## src/rtl/brisc_pkg.sv

```systemverilog
// Shared BRISC pipeline definitions: sequencer state encodings, counter width
// and the pipeline-register controls implied by each sequencer state.
package brisc_pkg;

  localparam int CNT_W = 16;

  localparam logic [2:0] ST_WAIT_LOAD = 3'd0;
  localparam logic [2:0] ST_RUN       = 3'd1;
  localparam logic [2:0] ST_STALL     = 3'd2;
  localparam logic [2:0] ST_FLUSH     = 3'd3;
  localparam logic [2:0] ST_STEP_WAIT = 3'd4;
  localparam logic [2:0] ST_HALTED    = 3'd5;

  // A bubble loads a NOP: all write, jump and stack controls of that register are 0.
  typedef struct packed {
    logic pc_en;
    logic ireg_bubble;
    logic ereg_bubble;
    logic halted;
  } seq_ctrl_t;

  function automatic seq_ctrl_t ctrl_for(input logic [2:0] st);
    seq_ctrl_t c;
    case (st)
      ST_RUN:       c = '{pc_en: 1'b1, ireg_bubble: 1'b0, ereg_bubble: 1'b0, halted: 1'b0};
      ST_STALL:     c = '{pc_en: 1'b0, ireg_bubble: 1'b1, ereg_bubble: 1'b0, halted: 1'b0};
      ST_FLUSH:     c = '{pc_en: 1'b1, ireg_bubble: 1'b1, ereg_bubble: 1'b1, halted: 1'b0};
      ST_STEP_WAIT: c = '{pc_en: 1'b0, ireg_bubble: 1'b1, ereg_bubble: 1'b0, halted: 1'b0};
      ST_HALTED:    c = '{pc_en: 1'b0, ireg_bubble: 1'b1, ereg_bubble: 1'b0, halted: 1'b1};
      default:      c = '{pc_en: 1'b0, ireg_bubble: 1'b1, ereg_bubble: 1'b1, halted: 1'b0};
    endcase
    return c;
  endfunction

endpackage

```

## src/rtl/step_debouncer.sv

```systemverilog
// Single-step button conditioning: 2-flop synchroniser, stability counter and
// a one-cycle pulse on each accepted press (rising edge of the debounced level).
module step_debouncer #(
  parameter int DEBOUNCE_CYCLES = 1000000
) (
  input  logic clk,
  input  logic rst_n,
  input  logic btn,
  output logic press
);

  localparam int CW = (DEBOUNCE_CYCLES > 1) ? $clog2(DEBOUNCE_CYCLES) : 1;
  localparam logic [CW-1:0] CNT_LAST = CW'(DEBOUNCE_CYCLES - 1);

  logic          sync_a;
  logic          sync_b;
  logic          level_prev;
  logic          level_db;
  logic [CW-1:0] cnt;
  logic          stable;

  assign stable = (sync_b == level_prev);

  always_ff @(posedge clk or negedge rst_n) begin
    if (!rst_n) begin
      sync_a     <= 1'b0;
      sync_b     <= 1'b0;
      level_prev <= 1'b0;
      level_db   <= 1'b0;
      cnt        <= '0;
      press      <= 1'b0;
    end else begin
      sync_a     <= btn;
      sync_b     <= sync_a;
      level_prev <= sync_b;
      press      <= 1'b0;
      // Any change of the synchronised level restarts the stability window.
      if (!stable) begin
        cnt <= '0;
      end else if (cnt != CNT_LAST) begin
        cnt <= cnt + CW'(1);
      end else begin
        level_db <= level_prev;
        press    <= level_prev & ~level_db;
      end
    end
  end

endmodule

```

## src/rtl/pipeline_sequencer.sv

```systemverilog
// Sequencing controller for the 3-stage BRISC pipeline: program-load wait,
// RAW-hazard stalls, post-jump flushes, HALT and debounced single-step.
module pipeline_sequencer
  import brisc_pkg::*;
#(
  parameter int FLUSH_CYCLES    = 2,
  parameter int DEBOUNCE_CYCLES = 1000000
) (
  input  logic             CLK,
  input  logic             RST_N,
  input  logic             load_done,
  input  logic [3:0]       a_addr_I,
  input  logic [3:0]       b_addr_I,
  input  logic             uses_a_I,
  input  logic             uses_b_I,
  input  logic             halt_I,
  input  logic [3:0]       c_addr_E,
  input  logic             reg_write_E,
  input  logic             jump_en_W,
  input  logic             step_mode,
  input  logic             step_btn,
  output logic             pc_en,
  output logic             ireg_bubble,
  output logic             ereg_bubble,
  output logic             halted,
  output logic [2:0]       state,
  output logic [CNT_W-1:0] stall_cnt,
  output logic [CNT_W-1:0] flush_cnt
);

  logic       hazard;
  logic       step_press;
  logic [2:0] state_q;
  logic [2:0] state_d;
  logic [2:0] flush_left_q;
  logic [2:0] flush_left_d;
  logic       stall_inc;
  logic       flush_inc;
  logic [2:0] resume_st;

  function automatic logic [CNT_W-1:0] sat_inc(input logic [CNT_W-1:0] v);
    return (v == '1) ? v : v + CNT_W'(1);
  endfunction

  step_debouncer #(
    .DEBOUNCE_CYCLES(DEBOUNCE_CYCLES)
  ) u_step_debouncer (
    .clk  (CLK),
    .rst_n(RST_N),
    .btn  (step_btn),
    .press(step_press)
  );

  // Register 0 is deliberately not excluded: BRISC r0 is a real register.
  assign hazard = reg_write_E & ((uses_a_I & (a_addr_I == c_addr_E)) |
                                 (uses_b_I & (b_addr_I == c_addr_E)));

  assign resume_st = step_mode ? ST_STEP_WAIT : ST_RUN;
  assign state     = state_q;

  always_comb begin
    state_d      = state_q;
    flush_left_d = flush_left_q;
    stall_inc    = 1'b0;
    flush_inc    = 1'b0;
    if (!load_done) begin
      state_d = ST_WAIT_LOAD;
    end else begin
      case (state_q)
        ST_WAIT_LOAD: state_d = resume_st;
        ST_RUN, ST_STALL: begin
          if (jump_en_W) begin
            state_d      = ST_FLUSH;
            flush_left_d = 3'(FLUSH_CYCLES);
            flush_inc    = 1'b1;
          end else if (hazard) begin
            state_d   = ST_STALL;
            stall_inc = 1'b1;
          end else if (halt_I && state_q == ST_RUN) begin
            state_d = ST_HALTED;
          end else begin
            state_d = resume_st;
          end
        end
        // Jumps seen here come from bubbled instructions and are ignored.
        ST_FLUSH: begin
          if (flush_left_q <= 3'd1) state_d = resume_st;
          else flush_left_d = flush_left_q - 3'd1;
        end
        ST_STEP_WAIT: begin
          if (!step_mode || step_press) state_d = ST_RUN;
        end
        ST_HALTED: state_d = ST_HALTED;
        default:   state_d = ST_WAIT_LOAD;
      endcase
    end
  end

  always_ff @(posedge CLK or negedge RST_N) begin
    if (!RST_N) begin
      state_q      <= ST_WAIT_LOAD;
      flush_left_q <= 3'd0;
      pc_en        <= 1'b0;
      ireg_bubble  <= 1'b1;
      ereg_bubble  <= 1'b1;
      halted       <= 1'b0;
      stall_cnt    <= '0;
      flush_cnt    <= '0;
    end else begin
      state_q      <= state_d;
      flush_left_q <= flush_left_d;
      {pc_en, ireg_bubble, ereg_bubble, halted} <= ctrl_for(state_d);
      if (stall_inc) stall_cnt <= sat_inc(stall_cnt);
      if (flush_inc) flush_cnt <= sat_inc(flush_cnt);
    end
  end

endmodule
```

## config.mk

```make
export PLATFORM = sky130hd
export DESIGN_NAME = pipeline_sequencer
export DESIGN_NICKNAME = d
export VERILOG_FILES = /design/src/rtl/brisc_pkg.sv /design/src/rtl/step_debouncer.sv /design/src/rtl/pipeline_sequencer.sv
export SDC_FILE = /design/constraint.sdc
export NUM_CORES = 1
export LEC_CHECK = 0
export BUFFER_PORTS_ARGS = -buffer_cell sky130_fd_sc_hd__buf_4
export CORE_AREA = 2 2 79 96
export DETAILED_ROUTE_END_ITERATION = 6
export DIE_AREA = 0 0 81 98
export GPL_TIMING_DRIVEN = 0
export PLACE_DENSITY = 0.73
export SLEW_MARGIN = 40
export SYNTH_ARGS = -nofsm -noshare
export SYNTH_HDL_FRONTEND = slang
export SYNTH_SLANG_ARGS = --single-unit
```

## constraint.sdc

```tcl
create_clock -name CLK -period 2.05 [get_ports CLK]
set_input_delay 0.1025 -clock CLK [delete_from_list [all_inputs] [get_ports CLK]]
set_output_delay 0.1025 -clock CLK [all_outputs]
set_load 0.05 [all_outputs]
```

==> results of run 1 <==
==> through the flow <==
step | hold WS (ns) | power (mW) | instances | setup TNS (ns)
global placement | 0.213 | 2.38 | 491 | -0.232
floorplan | -0.193 | 2.13 | 341 | -0.130
global route | 0.148 | 3.62 | 517 | -0.102
finish | 0.160 | 3.43 | 517 | 0
detailed placement | 0.217 | 2.41 | 491 | -0.878
CTS | 0.128 | 3.40 | 513 | -0.0329
==> power groups by stage <==
stage               Clock, mW  Combinational [mW]  Sequential, mW
floorplan                   0               0.322            1.80
global placement            0               0.810            1.57
detailed placement          0               0.830            1.58
CTS                      1.01               0.838            1.55
global route             1.07               0.966            1.58
finish                  0.985               0.888            1.56
==> cell families (layout without fill, tap and decap cells) <==
family,Yosys count,count (layout),share of synthesized area
simple gates,155,155,0.229
xor+xnor,55,55,0.143
compound gates,31,31,0.0656
mux,6,6,0.0193
fa+ha+maj,5,5,0.0185
buf+inv,22,108,0.0278
flops,67,67,0.497
==> state kept, by name (all words and copies together) (netlist names) <==
register and flops:
ereg_bubble 1, flush_cnt 16, flush_left_q 3, halted 1
ireg_bubble 1, pc_en 1, stall_cnt 16, state 3
u_step_debouncer.cnt 20, u_step_debouncer.level_db 1, u_step_debouncer.level_prev 1, u_step_debouncer.press 1
u_step_debouncer.sync_a 1, u_step_debouncer.sync_b 1
==> path summary, 6_finish.rpt <==
kind                       cells after the start  slack (ns)                       to
setup / recovery                               6        0.05             stall_cnt[9]
hold / removal                                 3        0.16              ereg_bubble
setup reg to reg                               6        0.05             stall_cnt[9]
hold reg to reg                                0        0.35  u_step_debouncer.sync_b
max in group asynchronous                      2        1.28             flush_cnt[5]
min in group asynchronous                      2        0.31             stall_cnt[7]
==> worst max-delay path: stages (launching register included) <==
cell      delay [ns]
dfrtp_2         0.45
nand2b_4        0.17
or3_4           0.37
a41oi_4         0.27
o211ai_4        0.14
or3_1           0.36
xnor2_1         0.13
==> timing repair <==
action                                  in CTS  in global routing
resized for setup                            5                 17
pin swaps                                    3                  3
buffers inserted                             4                  5
hold buffers                                 2                  0
endpoints found under the setup margin      14                 19
gates cloned                                 0                  0
endpoints found under the hold margin       66                  0
==> per-layer routing <==
metal,up-vias,wire length [um]
li1,1336,-
met1,1347,3000
met2,78,3630
met3,8,418
met4,0,94
met5,-,0
==> layout make-up <==
class,instances,area (um2),area share
buffer,3,15.0,0.00345
tap,90,113,0.0259
inverter,18,67.6,0.0155
multi-input combinational,252,1740,0.400
clock buffer,14,163,0.0374
clock inverter,2,12.5,0.00287
timing repair buffer,71,542,0.124
sequential,67,1700,0.391
==> cells in the final DEF (no fill, tap or decap), drive strengths merged, types with 2 or more instances in the layout <==
cell,instances
nand2,30
or3,4
and2,2
and3,8
and4,3
xor2,31
dfstp,2
buf,70
nor4,8
nor3,15
mux2i,2
nand3,23
a31oi,3
nand4,11
a21oi,4
inv,18
mux2,4
o211ai,2
nand2b,6
dlygate4sd3,2
nor2,40
ha,5
clkbuf,16
a21boi,2
xnor2,24
dfrtp,65
o21ai,10
==> metrics, run 1 <==
post-synthesis cell area 0.00338 mm2; VDD IR max 0.664 mV; status finished, final reports clean; dpl hpwl 4900 um; final setup vio count 0; GRT overflow 0; Data arrival, critical path 2.23 ns; largest buffer count on any clock path 2; post-route cell area 0.00435 mm2; first-pass GRT wire length 11500 um; Setup crit start kind flip-flop; Root Buffer Master clkbuf_8; Core Util, Final 0.616; wire per inst 13.8 um; number of synthesized flops with an enable pin 0; number of synthesized register bits 67; clk_skew 0.00920 ns; Num Clock Sinks 67; WS Path Type reg2reg; Seq pwr share 0.454; number of max-cap violations 0; Final #Nets 449; Top Ports 61; Skew-Pair Late Insertion Delay 0.34 ns; diode count 0; vias in the first global route 2717; Num CTS Buffers 9; Yosys top cell by area dfrtp_1; Cells after Synth 341; post-place instance area 0.00396 mm2; Pint 2.28 mW; fraction of layout cells with a size suffix above 1 0.297; Final Max Tran Viols 0; crit-path max FO 6; first-iteration detailed-routing DRC count 181; CP required 2.28 ns; drt first pass iters 4; Die H 98 um; reg2reg start state[2]; share of total power in combinational logic 0.259; Setup WS pre-CTS -0.192 ns; Lkg Pwr 2.01 nW; Clk network pwr share 0.287; power density cells 789 mW/mm2; Hold WC Path Type in2reg; Placeable Area 0.00706 mm2; initial antenna violation count 0; routing usage on met1 0.216; count leader, synth dfrtp_1; Crit. Startpoint state[2]; top cells by area, synth dfrtp_1 (48%), xor2_1 (8.0%), xnor2_1 (6.2%), nor2_1 (4.4%), nand3_1 (3.4%); die area 0.00794 mm2; port buffer count 60; antenna viol nets, final 0; ys flop type dfrtp_1; GPL Wtd Cong 0.814; Distinct cells, synth 46; Switching Fraction 0.335; share of the synthesized area in the top cell type 0.482; initial core utilization 0.478; vias per inst 5.36; Achievable Freq 0.499 GHz; unrepaired setup endpoints after global routing yes; CP Capture Type flip-flop; grt met2 use 0.307; Worst Max-Slew Pin Slew 0.969 ns; largest net degree at the start of global routing 68; Clk pin slew, worst setup/hold paths 0.07 ns; busiest grt layer met2; final worst path period share 0.977; fillers 606; ys async rst share 1.00; std cell rows 34; Avg Inst Size Synth 9.90 um2; HP Start load_done; Synth Warn # 0; Final Hold Viols 0; DRC viols 0; Synth Net Count 368; Worst slew margin 0.349; Layout area overhead 28.9%; met3 Use GR 0.0508; final worst slack 0.0469 ns; H-tree depth 3; post-layout min period 2.00 ns; gr usage total 0.184; via count 2769; CTS tree done; synth cell count leaders dfrtp_1 (65), nor2_1 (40), xor2_1 (31); sw power 1.15 mW; Die X 81 um; sequential cell area fraction in the yosys report 0.497; final WL 7140 um
Power figures use the tool's default switching activity.
==> run 2: changes to the inputs <==
--- a/config.mk
+++ b/config.mk
@@ -6,12 +6,13 @@
 export NUM_CORES = 1
 export LEC_CHECK = 0
 export BUFFER_PORTS_ARGS = -buffer_cell sky130_fd_sc_hd__buf_4
-export CORE_AREA = 2 2 79 96
+export CORE_AREA = 2 2 80 97
 export DETAILED_ROUTE_END_ITERATION = 6
-export DIE_AREA = 0 0 81 98
+export DIE_AREA = 0 0 82 99
 export GPL_TIMING_DRIVEN = 0
 export PLACE_DENSITY = 0.73
 export SLEW_MARGIN = 40
 export SYNTH_ARGS = -nofsm -noshare
 export SYNTH_HDL_FRONTEND = slang
+export SYNTH_HIERARCHICAL = 1
 export SYNTH_SLANG_ARGS = --single-unit
==> run 2 against run 1 <==
Effect of this change:
- final cell count decreased by 0.77%
- first-iteration DRC count decreased by 62%
- largest cell class unchanged
- cell area increased by 3.2%
- clock skew increased by 0.0027 ns
- synthesized cell count decreased by 1.8%
- largest power group unchanged
- register-to-register slack about the same
- wire length increased by 8.1%
- critical path depth increased by 1
- critical endpoint is now flush_left_q[1]
==> metrics, run 2 <==
share of the synthesized area in the top cell type 0.467 (was 0.482); Final Hold Viols 0 (unchanged); diode count 0 (unchanged); Achievable Freq 0.500 GHz (was 0.499 GHz); drt first pass iters 4 (unchanged); GPL Wtd Cong 0.901 (was 0.814); Hold WC Path Type in2reg (unchanged); vias per inst 5.63 (was 5.36); Layout area overhead 29.0% (was 28.9%); WS Path Type reg2reg (unchanged); number of synthesized flops with an enable pin 0 (unchanged); H-tree depth 3 (unchanged); clk_skew 0.0119 ns (was 0.00920 ns); Yosys top cell by area dfrtp_1 (unchanged); Core Util, Final 0.629 (was 0.616); CP cell instances clkbuf_2 -> o21ai_0 -> a21oi_1 -> o31ai_1 -> o31ai_2 -> o21ai_4 -> mux2_1 (was nand2b_4 -> or3_4 -> a41oi_4 -> o211ai_4 -> or3_1 -> xnor2_1); Final #Nets 445 (was 449); final WL 7710 um (was 7140 um); synth cell count leaders dfrtp_1 (65), nand2_1 (27), xnor2_1 (25) (was dfrtp_1 (65), nor2_1 (40), xor2_1 (31)); Num CTS Buffers 9 (unchanged); dpl hpwl 5370 um (was 4900 um); Final Max Tran Viols 0 (unchanged); fraction of layout cells with a size suffix above 1 0.338 (was 0.297); DRC viols 0 (unchanged); Placeable Area 0.00715 mm2 (was 0.00706 mm2); Root Buffer Master clkbuf_8 (unchanged); top cells by area, synth dfrtp_1 (47%), xnor2_1 (6.3%), xor2_1 (5.8%), nand4_1 (3.1%), nand2_1 (2.9%) (was dfrtp_1 (48%), xor2_1 (8.0%), xnor2_1 (6.2%), nor2_1 (4.4%), nand3_1 (3.4%)); post-synthesis cell area 0.00348 mm2 (was 0.00338 mm2); via count 2888 (was 2769); Clk pin slew, worst setup/hold paths 0.08 ns (was 0.07 ns); Avg Inst Size Synth 10.4 um2 (was 9.90 um2); biggest regs u_step_debouncer/cnt: 20 flops, flush_cnt: 16 flops, stall_cnt: 16 flops (was u_step_debouncer.cnt: 20 flops, flush_cnt: 16 flops, stall_cnt: 16 flops); DP Cell Count 486 (was 491); delay of the slowest critical-path stage 0.42 ns (was 0.45 ns); count leader, synth dfrtp_1 (unchanged); unrepaired setup endpoints after global routing yes (unchanged); initial antenna violation count 0 (unchanged); power density cells 851 mW/mm2 (was 789 mW/mm2); sequential cell area fraction in the yosys report 0.482 (was 0.497); Setup crit start kind flip-flop (unchanged); worst path bufs/invs 1 (was 0); Synth Net Count 362 (was 368); CP required 2.27 ns (was 2.28 ns); status finished, final reports clean (unchanged); most common cell after layout, fill and taps aside buf_4 (unchanged); CTS tree done (unchanged); Die X 82 um (was 81 um); die area 0.00812 mm2 (was 0.00794 mm2); initial core utilization 0.487 (was 0.478); final worst path period share 0.976 (was 0.977); Worst Max-Slew Pin Slew 0.808 ns (was 0.969 ns); Data arrival, critical path 2.22 ns (was 2.23 ns); first-iteration detailed-routing DRC count 69 (was 181); Worst Hold Slack 0.119 ns (was 0.160 ns); Die H 99 um (was 98 um); fillers 594 (was 606); Lkg Pwr 2.02 nW (was 2.01 nW); final setup vio count 0 (unchanged); Top reg by flops u_step_debouncer/cnt (was u_step_debouncer.cnt); ys flop type dfrtp_1 (unchanged); Worst slew margin 0.459 (was 0.349); largest net degree at the start of global routing 39 (was 68); Num Clock Sinks 67 (unchanged); crit-path max FO 10 (was 6); number of synthesized register bits 67 (unchanged); post-layout min period 2.00 ns (about the same); largest buffer count on any clock path 2 (unchanged); ys async rst share 1.00 (unchanged); wire per inst 15.0 um (was 13.8 um); number of max-cap violations 0 (unchanged); VDD IR max 0.831 mV (was 0.664 mV); Distinct cells, synth 58 (was 46); gr usage total 0.200 (was 0.184); Top Ports 61 (unchanged); critical path's top delay family compound AO/OA/AOI/OAI gates (was simple AND/OR/NAND/NOR gates); Finished Layout Cells 513 (was 517); std cell rows 34 (unchanged); max FFs per register 20 (unchanged); CP Capture Type flip-flop (unchanged); Skew-Pair Late Insertion Delay 0.35 ns (was 0.34 ns); first-pass GRT wire length 12600 um (was 11500 um); CP max-delay cell dfrtp_2 (unchanged); vias in the first global route 2727 (was 2717); commonest cells after routing, fill and taps aside buf_4 (69), dfrtp_1 (50), nand2_1 (26) (was buf_4 (69), dfrtp_1 (48), nor2_1 (39)); antenna viol nets, final 0 (unchanged); Cells after Synth 335 (was 341); port buffer count 60 (unchanged); GRT overflow 0 (unchanged); Synth Warn # 6 (was 0)
[run 2: cell types whose count changed after synthesis, sizes merged, moves of 4 or more]
cell / before / now
a21oi: 4 / 12
a211oi: 0 / 4
nand3: 23 / 17
nor2: 40 / 24
nand4: 11 / 18
o21ai: 10 / 15
xor2: 31 / 23
inv: 18 / 10
[run 2: timing repair]
item,in CTS,in global routing
hold buffers,2,0
gates cloned,0,0
setup buffers,1,9
pin swaps,1,8
gates resized for setup,2,15
endpoints found under the setup margin,6,24
endpoints found under the hold margin,30,0
[run 2: path summary, 6_finish.rpt]
path                                          from                       to  slack [ns]  cells after the start
setup / recovery                          state[2]          flush_left_q[1]        0.05                      7
hold / removal                           load_done              ereg_bubble        0.12                      3
setup reg to reg                          state[2]          flush_left_q[1]        0.05                      7
hold reg to reg            u_step_debouncer/sync_a  u_step_debouncer/sync_b        0.36                      0
min in group asynchronous                    RST_N             stall_cnt[3]        0.23                      2
max in group asynchronous                    RST_N             flush_cnt[9]        1.27                      3
[run 2: layer usage]
metal | global-route usage | wire (um) | vias to the layer above
li1 | - | - | 1382
met1 | 0.247 | 3250 | 1415
met2 | 0.323 | 3900 | 74
met3 | 0.0440 | 378 | 17
met4 | 0.103 | 190 | 0
met5 | 0 | 0 | -
[run 2: power by group]
part | switching (mW) | leakage, nW | internal, mW
Combinational | 0.662 | 1.03 | 0.377
Sequential | 0.111 | 0.882 | 1.44
Clock | 0.515 | 0.108 | 0.717
Total | 1.29 | 2.02 | 2.53
[run 2: worst reg2reg max path: stages, from the launching register on]
cell      delay (ns)
dfrtp_2         0.42
clkbuf_2        0.19
o21ai_0         0.19
a21oi_1         0.09
o31ai_1         0.28
o31ai_2         0.18
o21ai_4         0.19
mux2_1          0.33
[run 2: area by class of cell]
cell class | instances | area (um2) | share of cell area
plain buffers | 5 | 25.0 | 0.00557
repair buffers | 73 | 578 | 0.129
clock buffers | 10 | 138 | 0.0306
multi-input cells | 252 | 1820 | 0.404
inverters | 10 | 37.5 | 0.00835
clock inverters | 6 | 88.8 | 0.0198
flip-flops and latches | 67 | 1700 | 0.378
well taps | 90 | 113 | 0.0251
[run 2: stage by stage]
step / total power, mW / setup TNS [ns] / setup slack (ns) / area (um2)
global placement: 2.48 / -0.0110 / -0.0110 / 4070
floorplan: 2.19 / -0.0515 / -0.0515 / 3510
detailed placement: 2.50 / -0.210 / -0.0649 / 4090
finish: 3.82 / 0 / 0.0483 / 4490
global route: 4.01 / -0.0570 / -0.0295 / 4490
CTS: 3.76 / 0 / 0.000646 / 4350
[run 2: cell families after synthesis]
logic type | count (synthesis) | share of synthesized area
AND/OR/NAND/NOR | 146 | 0.249
flip-flops | 67 | 0.482
AO/OA/AOI/OAI | 49 | 0.0995
XOR/XNOR | 48 | 0.121
buffers and inverters | 16 | 0.0180
adder cells (fa/ha/maj) | 5 | 0.0180
multiplexers | 4 | 0.0129
